[src/rtl/fp32_pkg.sv]
// rtl/fp32_pkg.sv - shared types and constants for the sequential fp32 multiplier
package fp32_pkg;

    typedef enum logic [2:0] {
        IDLE,
        MULT,
        NORM,
        ROUND,
        DONE
    } state_t;

    localparam int           BIAS    = 127;
    localparam logic [7:0]   EXP_MAX = 8'hFF;
    localparam logic [31:0]  QNAN    = 32'h7FC00000;
    localparam int           MANT_W  = 23;
    localparam int           EXP_W   = 8;
    localparam int           SIG_W   = MANT_W + 1;
    localparam int           PROD_W  = 2 * SIG_W;
    localparam int           SEXP_W  = 10;
    localparam int           CNT_W   = 5;

endpackage

[src/rtl/fp32_round_pack.sv]
// rtl/fp32_round_pack.sv - round-to-nearest-even, classify and pack the product
module fp32_round_pack
    import fp32_pkg::*;
(
    input  logic                sign,
    input  logic [SEXP_W-1:0]   exp_in,
    input  logic [PROD_W-1:0]   prod,
    input  logic                nan_in,
    input  logic                zero_in,
    output logic [31:0]         word,
    output logic                exception,
    output logic                overflow,
    output logic                underflow
);

    logic                guard_bit;
    logic                round_bit;
    logic                sticky_bit;
    logic                round_up;
    logic [SIG_W:0]      sig_rnd;
    logic [SEXP_W-1:0]   exp_rnd;

    // Hidden bit sits at prod[46] after normalisation; prod[47:46] plus the
    // increment tell us whether rounding carried into a new leading bit.
    always_comb begin
        guard_bit  = prod[22];
        round_bit  = prod[21];
        sticky_bit = |prod[20:0];
        round_up   = guard_bit && (round_bit || sticky_bit || prod[23]);
        sig_rnd    = prod[47:23] + {{SIG_W{1'b0}}, round_up};
        exp_rnd    = exp_in + {{(SEXP_W-2){1'b0}}, sig_rnd[SIG_W:SIG_W-1]} - 10'd1;
    end

    // Special operands win, then zero operands, then exponent range checks.
    always_comb begin
        word      = {sign, exp_rnd[EXP_W-1:0], sig_rnd[MANT_W-1:0]};
        exception = 1'b0;
        overflow  = 1'b0;
        underflow = 1'b0;
        if (nan_in) begin
            word      = QNAN;
            exception = 1'b1;
        end else if (zero_in) begin
            word      = {sign, 31'b0};
        end else if ($signed(exp_rnd) >= $signed(10'd255)) begin
            word      = {sign, EXP_MAX, {MANT_W{1'b0}}};
            overflow  = 1'b1;
        end else if ($signed(exp_rnd) <= $signed(10'd0)) begin
            word      = {sign, 31'b0};
            underflow = 1'b1;
        end
    end

endmodule

[src/rtl/fp32_mul_seq.sv]
// rtl/fp32_mul_seq.sv - fixed-latency shift-add IEEE-754 single multiplier
module fp32_mul_seq
    import fp32_pkg::*;
(
    input  logic        clk,
    input  logic        rst,
    input  logic [31:0] a_in,
    input  logic [31:0] b_in,
    input  logic        in_valid,
    output logic        in_ready,
    output logic [31:0] result,
    output logic        out_valid,
    input  logic        out_ready,
    output logic        Exception,
    output logic        Overflow,
    output logic        Underflow
);

    state_t              state, state_nxt;
    logic                sign_q;
    logic [SEXP_W-1:0]   exp_q;
    logic [SIG_W-1:0]    ma_q, mb_q;
    logic                nan_q, zero_q;
    logic [CNT_W-1:0]    cnt_q;
    logic [PROD_W-1:0]   prod_q;
    logic [31:0]         rp_word;
    logic                rp_exc, rp_ovf, rp_unf;
    logic                accept;
    logic [EXP_W-1:0]    ea, eb;

    assign in_ready  = (state == IDLE);
    assign out_valid = (state == DONE);
    assign accept    = in_valid && in_ready;
    assign ea        = a_in[30:23];
    assign eb        = b_in[30:23];

    // State register.
    always_ff @(posedge clk) begin
        if (rst) state <= IDLE;
        else     state <= state_nxt;
    end

    // Next state: 24 multiply steps, one normalise, one round, then hold.
    always_comb begin
        state_nxt = state;
        case (state)
            IDLE:  if (in_valid)              state_nxt = MULT;
            MULT:  if (cnt_q == CNT_W'(23))   state_nxt = NORM;
            NORM:                             state_nxt = ROUND;
            ROUND:                            state_nxt = DONE;
            DONE:  if (out_ready)             state_nxt = IDLE;
            default:                          state_nxt = IDLE;
        endcase
    end

    // Operand capture, shift-add multiply, normalise and result registers.
    always_ff @(posedge clk) begin
        if (rst) begin
            sign_q    <= 1'b0;
            exp_q     <= '0;
            ma_q      <= '0;
            mb_q      <= '0;
            nan_q     <= 1'b0;
            zero_q    <= 1'b0;
            cnt_q     <= '0;
            prod_q    <= '0;
            result    <= '0;
            Exception <= 1'b0;
            Overflow  <= 1'b0;
            Underflow <= 1'b0;
        end else begin
            case (state)
                IDLE: if (accept) begin
                    sign_q <= a_in[31] ^ b_in[31];
                    exp_q  <= {2'b00, ea} + {2'b00, eb} - SEXP_W'(BIAS);
                    ma_q   <= {(ea != '0), a_in[MANT_W-1:0]};
                    mb_q   <= {(eb != '0), b_in[MANT_W-1:0]};
                    nan_q  <= (ea == EXP_MAX) || (eb == EXP_MAX);
                    zero_q <= (ea == '0) || (eb == '0);
                    cnt_q  <= '0;
                    prod_q <= '0;
                end
                MULT: begin
                    if (mb_q[cnt_q])
                        prod_q <= prod_q + ({{SIG_W{1'b0}}, ma_q} << cnt_q);
                    cnt_q <= cnt_q + CNT_W'(1);
                end
                NORM: if (prod_q[PROD_W-1]) begin
                    prod_q <= prod_q >> 1;
                    exp_q  <= exp_q + SEXP_W'(1);
                end
                ROUND: begin
                    result    <= rp_word;
                    Exception <= rp_exc;
                    Overflow  <= rp_ovf;
                    Underflow <= rp_unf;
                end
                DONE: if (out_ready) begin
                    Exception <= 1'b0;
                    Overflow  <= 1'b0;
                    Underflow <= 1'b0;
                end
                default: ;
            endcase
        end
    end

    fp32_round_pack u_round_pack (
        .sign      (sign_q),
        .exp_in    (exp_q),
        .prod      (prod_q),
        .nan_in    (nan_q),
        .zero_in   (zero_q),
        .word      (rp_word),
        .exception (rp_exc),
        .overflow  (rp_ovf),
        .underflow (rp_unf)
    );

endmodule

[config.mk]
export PLATFORM = sky130hd
export DESIGN_NAME = fp32_mul_seq
export DESIGN_NICKNAME = d
export VERILOG_FILES = /design/src/rtl/fp32_pkg.sv /design/src/rtl/fp32_round_pack.sv /design/src/rtl/fp32_mul_seq.sv
export SDC_FILE = /design/constraint.sdc
export NUM_CORES = 1
export LEC_CHECK = 0
export ABC_AREA = 1
export CELL_PAD_IN_SITES_DETAIL_PLACEMENT = 1
export CELL_PAD_IN_SITES_GLOBAL_PLACEMENT = 1
export CORE_MARGIN = 3
export CORE_UTILIZATION = 42
export CTS_BUF_LIST = sky130_fd_sc_hd__clkbuf_4 sky130_fd_sc_hd__clkbuf_8
export DETAILED_ROUTE_END_ITERATION = 10
export GPL_TIMING_DRIVEN = 0
export PLACE_DENSITY = 0.82
export SYNTH_ARGS = -nofsm -noshare
export SYNTH_HDL_FRONTEND = slang
export SYNTH_SLANG_ARGS = --single-unit
[constraint.sdc]
create_clock -name clk -period 4.3 [get_ports clk]
set_input_delay 0.86 -clock clk [delete_from_list [all_inputs] [get_ports clk]]
set_output_delay 0.86 -clock clk [all_outputs]
set_load 0.05 [all_outputs]
* Word level (Yosys, flattened, before mapping)
Index checks and enable logic that the tools add are counted.
** Cells by class
- Bitwise gates (word level) :: 1
- Magnitude comparators :: 3
- Shift operators :: 1
- $add $sub $neg :: 8
- Mux-type cells :: 31
- Equal/unequal tests :: 13
- Reductions and logical operators :: 23
** Operators with widths (number)
- case mux 48 bit (3 select lines) :: 1
- two-way mux 48 bit :: 2
- two-way mux 31 bit :: 3
- adder 48 bit :: 1
- << shifter 24 x 5 -> 48 bit :: 1
- two-way mux 47 bit :: 1
- two-way mux 32 bit :: 1
- adder 25 x 1 -> 25 bit :: 1
- OR reduction 21 bit :: 1
- two-way mux 10 bit :: 2
- case mux 10 bit (2 select lines) :: 1
- equality test 8 bit, second input constant :: 2
- logical NOT 8 bit :: 2
- nonzero test 8 bit :: 2
- case mux 3 bit (5 select lines) :: 1
- adder 10 x 1 -> 10 bit, second input constant :: 1
- adder 10 x 2 -> 10 bit :: 1
- >= comparator 10 x 9 -> 1 bit, second input constant :: 1
- less-or-equal comparator 10 x 1 -> 1 bit, second input constant :: 1
- two-way mux 1 bit :: 10
- case mux 5 bit (2 select lines) :: 1
- subtractor 10 x 1 -> 10 bit, second input constant :: 1
- subtractor 9 x 7 -> 10 bit, second input constant :: 1
- adder 8 x 8 -> 9 bit :: 1
- other kinds (21) :: 40
** Word-level totals
- Register bits :: 152
- Word-level logic and storage cells :: 94
- Output and inout bits :: 37

* Longest topological paths before layout
- Word-level depth :: 13
- Gate-level depth with buffers :: 29
- Gate-level depth less buffers :: 27

* Cells and area by module
From an unflattened synthesis, not the netlist that was laid out.
** Unflattened totals
- Cell total of the unflattened synthesis :: 2542
- Area total of the unflattened synthesis :: 14273.7 um2
** Modules (own cells, without submodules)
- fp32_mul_seq :: area an instance 12635.9 um2, times used 1, seq. area each 3042.9 um2, cells each 2231
- fp32_round_pack :: area an instance 1637.8 um2, times used 1, seq. area each 0.0 um2, cells each 311

* Worst setup path after synthesis
OpenSTA, ideal clock, no wires.
- Path type :: reg2reg
- Start :: register prod_q[22]
- End :: register result[22]
- Data required time :: 4.172 ns
- Path slack :: 0.958 ns
- Clock period less this slack :: 3.342 ns
- Arrival time :: 3.214 ns
- Cell stages (with the launch flop) :: 26
- Setup time :: 0.128 ns
- Cell sequence :: dfxtp_1 nand2_1 inv_1 ha_1 nand3_1 inv_1 nand2_1 inv_1 nand2_1 xor2_1 ha_1 inv_1 ha_1 fa_1 nor3_1 and2_1 nand2_1 nor2_1 nand2_1 nor2_1 nor2_2 buf_2 nand2_1 nor2_1 nor2_1 nor2_1
** On the way
- Word-level cells in the longest chain between the ends :: 9
- Elaborated cells between the ends (all ways) :: 10
** Ends and longest elaborated chain
- from (decl) :: line fp32_mul_seq.sv:25 : logic [PROD_W-1:0] prod_q;
- from (signal assigned) :: line fp32_mul_seq.sv:85 : prod_q <= prod_q + ({{SIG_W{1'b0}}, ma_q} << cnt_q);
- from (signal assigned) :: line fp32_mul_seq.sv:89 : prod_q <= prod_q >> 1;
- logical AND 1 bit * :: line fp32_round_pack.sv:29 : round_up = guard_bit && (round_bit || sticky_bit || prod[23]);
- adder 25 x 1 -> 25 bit * :: line fp32_round_pack.sv:30 : sig_rnd = prod[47:23] + {{SIG_W{1'b0}}, round_up};
- adder 10 x 2 -> 10 bit :: line fp32_round_pack.sv:31 : exp_rnd = exp_in + {{(SEXP_W-2){1'b0}}, sig_rnd[SIG_W:SIG_W-1]} - 10'd1;
- subtractor 10 x 1 -> 10 bit :: line fp32_round_pack.sv:31
- less-or-equal comparator 10 x 1 -> 1 bit :: line fp32_round_pack.sv:48 : end else if ($signed(exp_rnd) <= $signed(10'd0)) begin
- two-way mux 31 bit :: line fp32_round_pack.sv:48
- two-way mux 31 bit * :: line fp32_round_pack.sv:45 : end else if ($signed(exp_rnd) >= $signed(10'd255)) begin
- two-way mux 31 bit * :: line fp32_round_pack.sv:43 : end else if (zero_in) begin
- two-way mux 32 bit * :: line fp32_round_pack.sv:40 : if (nan_in) begin
- to (signal assigned) :: line fp32_mul_seq.sv:93 : result <= rp_word;
- to (decl) :: line fp32_mul_seq.sv:11 : output logic [31:0] result,
Mark *: on every way between the ends. The rest lies on a longest branch, timed or not.
A chain may end at the register's enable or synchronous reset.

* Worst setup path in the final report
- Start :: register cnt_q[0]
- End :: register prod_q[46]
** On the way
- Word-level cells in the longest chain between the ends :: 4
- Elaborated cells between the ends (all ways) :: 8
** Ends and longest elaborated chain
- from (decl) :: line fp32_mul_seq.sv:24 : logic [CNT_W-1:0] cnt_q;
- from (signal assigned) :: line fp32_mul_seq.sv:86 : cnt_q <= cnt_q + CNT_W'(1);
- << shifter 24 x 5 -> 48 bit / binary-select mux 1 bit (select 5 bit) (equally long branches) :: line fp32_mul_seq.sv:85, fp32_mul_seq.sv:84
- adder 48 bit / two-way mux 1 bit (equally long branches) :: line fp32_mul_seq.sv:85, fp32_mul_seq.sv:84
- two-way mux 48 bit / inequality test 2 bit (equally long branches)
- case mux 48 bit (3 select lines) / AND reduction 4 bit (equally long branches)
Parallel ways exist; a longest one is shown, timed or not. The select of a mux whose other input is x is not followed.

==> reports/metrics.yaml <==
synth.distinct_cells: 46
routedWlPerCell_microns: 19.7
core_area_sq_um: 32800
yosys_most_used_dff: "dfxtp_1"
n_antenna_cell: 0
fin_skew_ns: 0.0221
ant_nets: 0
cap_violations: 0
top_level_ports: 105
syn-cell-area_sq_um: 14100
fin_setup_tns_ns: 0
timing.fmax_mhz: 242
cp.depth: 25
ir_drop_mv: 0.384
yosysSeqAreaShare: 0.216
fillers: 4752
rr_worst_depth: 25
grt_pass1_wl_microns: 93600
met3_usage: 0.0405
syn_to_final_growth_pct: 17.1
port_buffers: 104
insertion_delay_ns: 0.49
sw_frac_of_total: 0.475
required_ns: 4.71
cpPeakStageDelay_ns: 0.34
cpLargestDelayFamily: "simple AND/OR/NAND/NOR gates"
yosysWarnings: 0
yosys_register_bits: 152
layout_commonest_cell: "nand2_1"
hold_buffers: 0
crit_end: "prod_q[46]"
powerDensity_nw_per_um2: 350
layout_common_cells: "825 x nand2_1, 377 x inv_1, 238 x nor2_1, 175 x a21oi_1, 153 x nand3_1"
netlist.area_leader.share: 0.221
clock_path_buffers: 2
drtPass1Iterations: 6
min_period_ns: 4.14
layout-drive-gt1-share: 0.0709
synth_largest_area_cell: "nand2_1"
r2r-start: "cnt_q[0]"
critPathBufInv: 7
finalHoldViolCount: 0
die-area_sq_um: 35700
finalPower_mw: 5.77
rr_endpoint: "prod_q[46]"
final_max_slew_viol_count: 0
setup-violations-final: 0
p_leak_nw: 7.96
syn_avg_cell_area_sq_um: 5.61
status: "finished clean"
min_path_cells: 2
grt.met2_usage: 0.569
cts_tree: "done"
grt_util_all_layers: 0.333
critPathMostFrequentCell: "nand2_1"
die_w_microns: 189
numCtsBuffers: 17
setup.worst_path.start_class: "flip-flop"
critPathLaunch: "cnt_q[0]"
cp_slowest_cell: "ha_1"
overflow: 0
critPathKind: "reg2reg"
cp-end-kind: "flip-flop"
rrSetupSlack_ns: 0.16
globalRoute.busiestLayer: "met2"
synthTopCellsByArea: "nand2_1 22%, dfxtp_1 22%, inv_1 10%"
floorplan.rows: 66
period_share: 0.963
grt_max_degree: 17
synthArstFlopShare: 0
clkSinkCount: 152
seq_power_share: 0.307
crit_fanout: 10
nets: 2789
hp-class: "reg2reg"
grt_pass1_vias: 17034
maxSlewHeadroom: 0.298
viasPerCell: 5.45
die_h_microns: 189
vias: 16861
start_util: 0.429
dp_hpwl_microns: 50100
clk_pin_slew_ns: 0.09
synth_fp_nets: 2661
initialDrtViolationCount: 1055
drc: 0
place.gp.congestion: 1.00
synth_edf_count: 0
tightest_slew_ns: 1.05
setup_slack_ns: 0.160
p_switching_mw: 2.74
use_met1: 0.443
combPwrFrac: 0.489
pre_cts_ws_ns: -0.364
wirelength_microns: 61000
p_clk_frac: 0.205
power.internal_mw: 3.03
cp.arrival_ns: 4.55
cts_root_buf: "clkbuf_8"
cts_max_level: 4
antenna_found_initial: 0
syn_inst: 2509
rsz0062_at_grt: "yes"
-- power by group through the flow --
| stage | combinational, mW | sequential (mW) | clock, mW |
|---|---|---|---|
| final | 2.82 | 1.77 | 1.18 |
| after global routing | 3.09 | 1.79 | 1.24 |
| after CTS | 2.67 | 1.76 | 1.18 |
| after detailed placement | 2.61 | 1.79 | 0 |
| after global placement | 2.53 | 1.78 | 0 |
| after floorplan | 1.73 | 1.73 | 0 |
-- cell families after synthesis --
logic type,Yosys count,share of synthesized area
xor+xnor,27,0.0173
buf+inv,485,0.136
simple gates,1354,0.392
compound gates,386,0.146
mux,21,0.0149
flops,152,0.216
fa+ha+maj,84,0.0763
-- sequential cells by signal (all words and copies together), names as in the netlist --
signal / count
prod_q: 48
state: 3
cnt_q: 5
result: 32
Underflow: 1
ma_q: 24
sign_q: 1
exp_q: 10
nan_q: 1
Exception: 1
mb_q: 24
zero_q: 1
Overflow: 1
-- area by class of cell --
type	count	area (sq um)	share of cell area
Inverter	392	1480	0.0896
Buffer	92	473	0.0287
Sequential cell	152	3050	0.185
Clock inverter	10	121	0.00737
Clock buffer	22	272	0.0165
Tap cell	442	553	0.0336
Multi-Input combinational cell	1872	9440	0.573
Timing Repair Buffer	110	1090	0.0659
-- synth_stat cells, types with 2 or more instances --
cell        n
a211oi_1    3
a21oi_1   176
a22o_1      2
a22oi_1     2
a31oi_1     4
and2_1      4
buf_1       8
buf_2      24
buf_4       4
buf_6       7
clkbuf_1   50
clkinv_1    2
dfxtp_1   152
fa_1        3
ha_1       81
inv_1     379
inv_2      11
mux2i_1    21
nand2_1   830
nand2_2     2
nand2_4     2
nand3_1   159
nand3b_1    6
nand4_1    36
nor2_1    264
nor2_2      2
nor3_1     30
nor4_1      9
o211ai_1   11
o21a_1      6
o21ai_0   146
o21ai_1     8
o21bai_1    7
o22ai_1    15
or2_2       8
xnor2_1     5
xor2_1     21
-- metrics by stage --
stage / cells / cell area, sq um / hold WS [ns] / utilization
3_3_place_gp: 3055 / 15700 / 0.441 / 0.478
5_1_grt: 3092 / 16500 / 0.491 / 0.502
6_report: 3092 / 16500 / 0.465 / 0.502
3_5_place_dp: 3055 / 15700 / 0.451 / 0.478
4_1_cts: 3090 / 16200 / 0.463 / 0.493
2_1_floorplan: 2509 / 14100 / 0.429 / -
-- how the worst min path moves through the flow --
stage | startpoint | slack (ns) | to
final | mb_q[7] | 0.46 | mb_q[7]
after global routing | mb_q[5] | 0.49 | mb_q[5]
after CTS | mb_q[7] | 0.46 | mb_q[7]
after detailed placement | mb_q[7] | 0.45 | mb_q[7]
after global placement | mb_q[12] | 0.44 | mb_q[12]
after floorplan | mb_q[11] | 0.43 | mb_q[11]
-- what timing repair did --
action	in CTS	in global routing
setup endpoints to repair	45	66
gates resized for setup	37	113
setup buffers	3	3
pin swaps	2	9
-- routing by layer --
layer  up-vias  part of all wire
met1      8161              0.45
met3        98             0.048
met4         0             0.026
met5         -                 0
li1       8193                 -
met2       409              0.47
-- worst register-to-register path, stage by stage (launching register included) --
cell      delay, ns
dfxtp_1        0.33
buf_4          0.18
buf_4          0.18
clkbuf_4       0.19
o21ai_0        0.30
nand2_1        0.10
o21ai_1        0.21
nand2_1        0.09
o21ai_1        0.20
mux2i_1        0.20
buf_4          0.18
o22ai_1        0.18
ha_1           0.34
nand2_1        0.13
inv_1          0.08
nand2_1        0.07
nand2_1        0.08
inv_1          0.07
nand2_1        0.06
a21oi_1        0.22
nand3_1        0.11
nand2_1        0.07
inv_1          0.04
nor2_1         0.24
nor2_1         0.12
nor2_1         0.12
(Power assumes the default switching activity.)
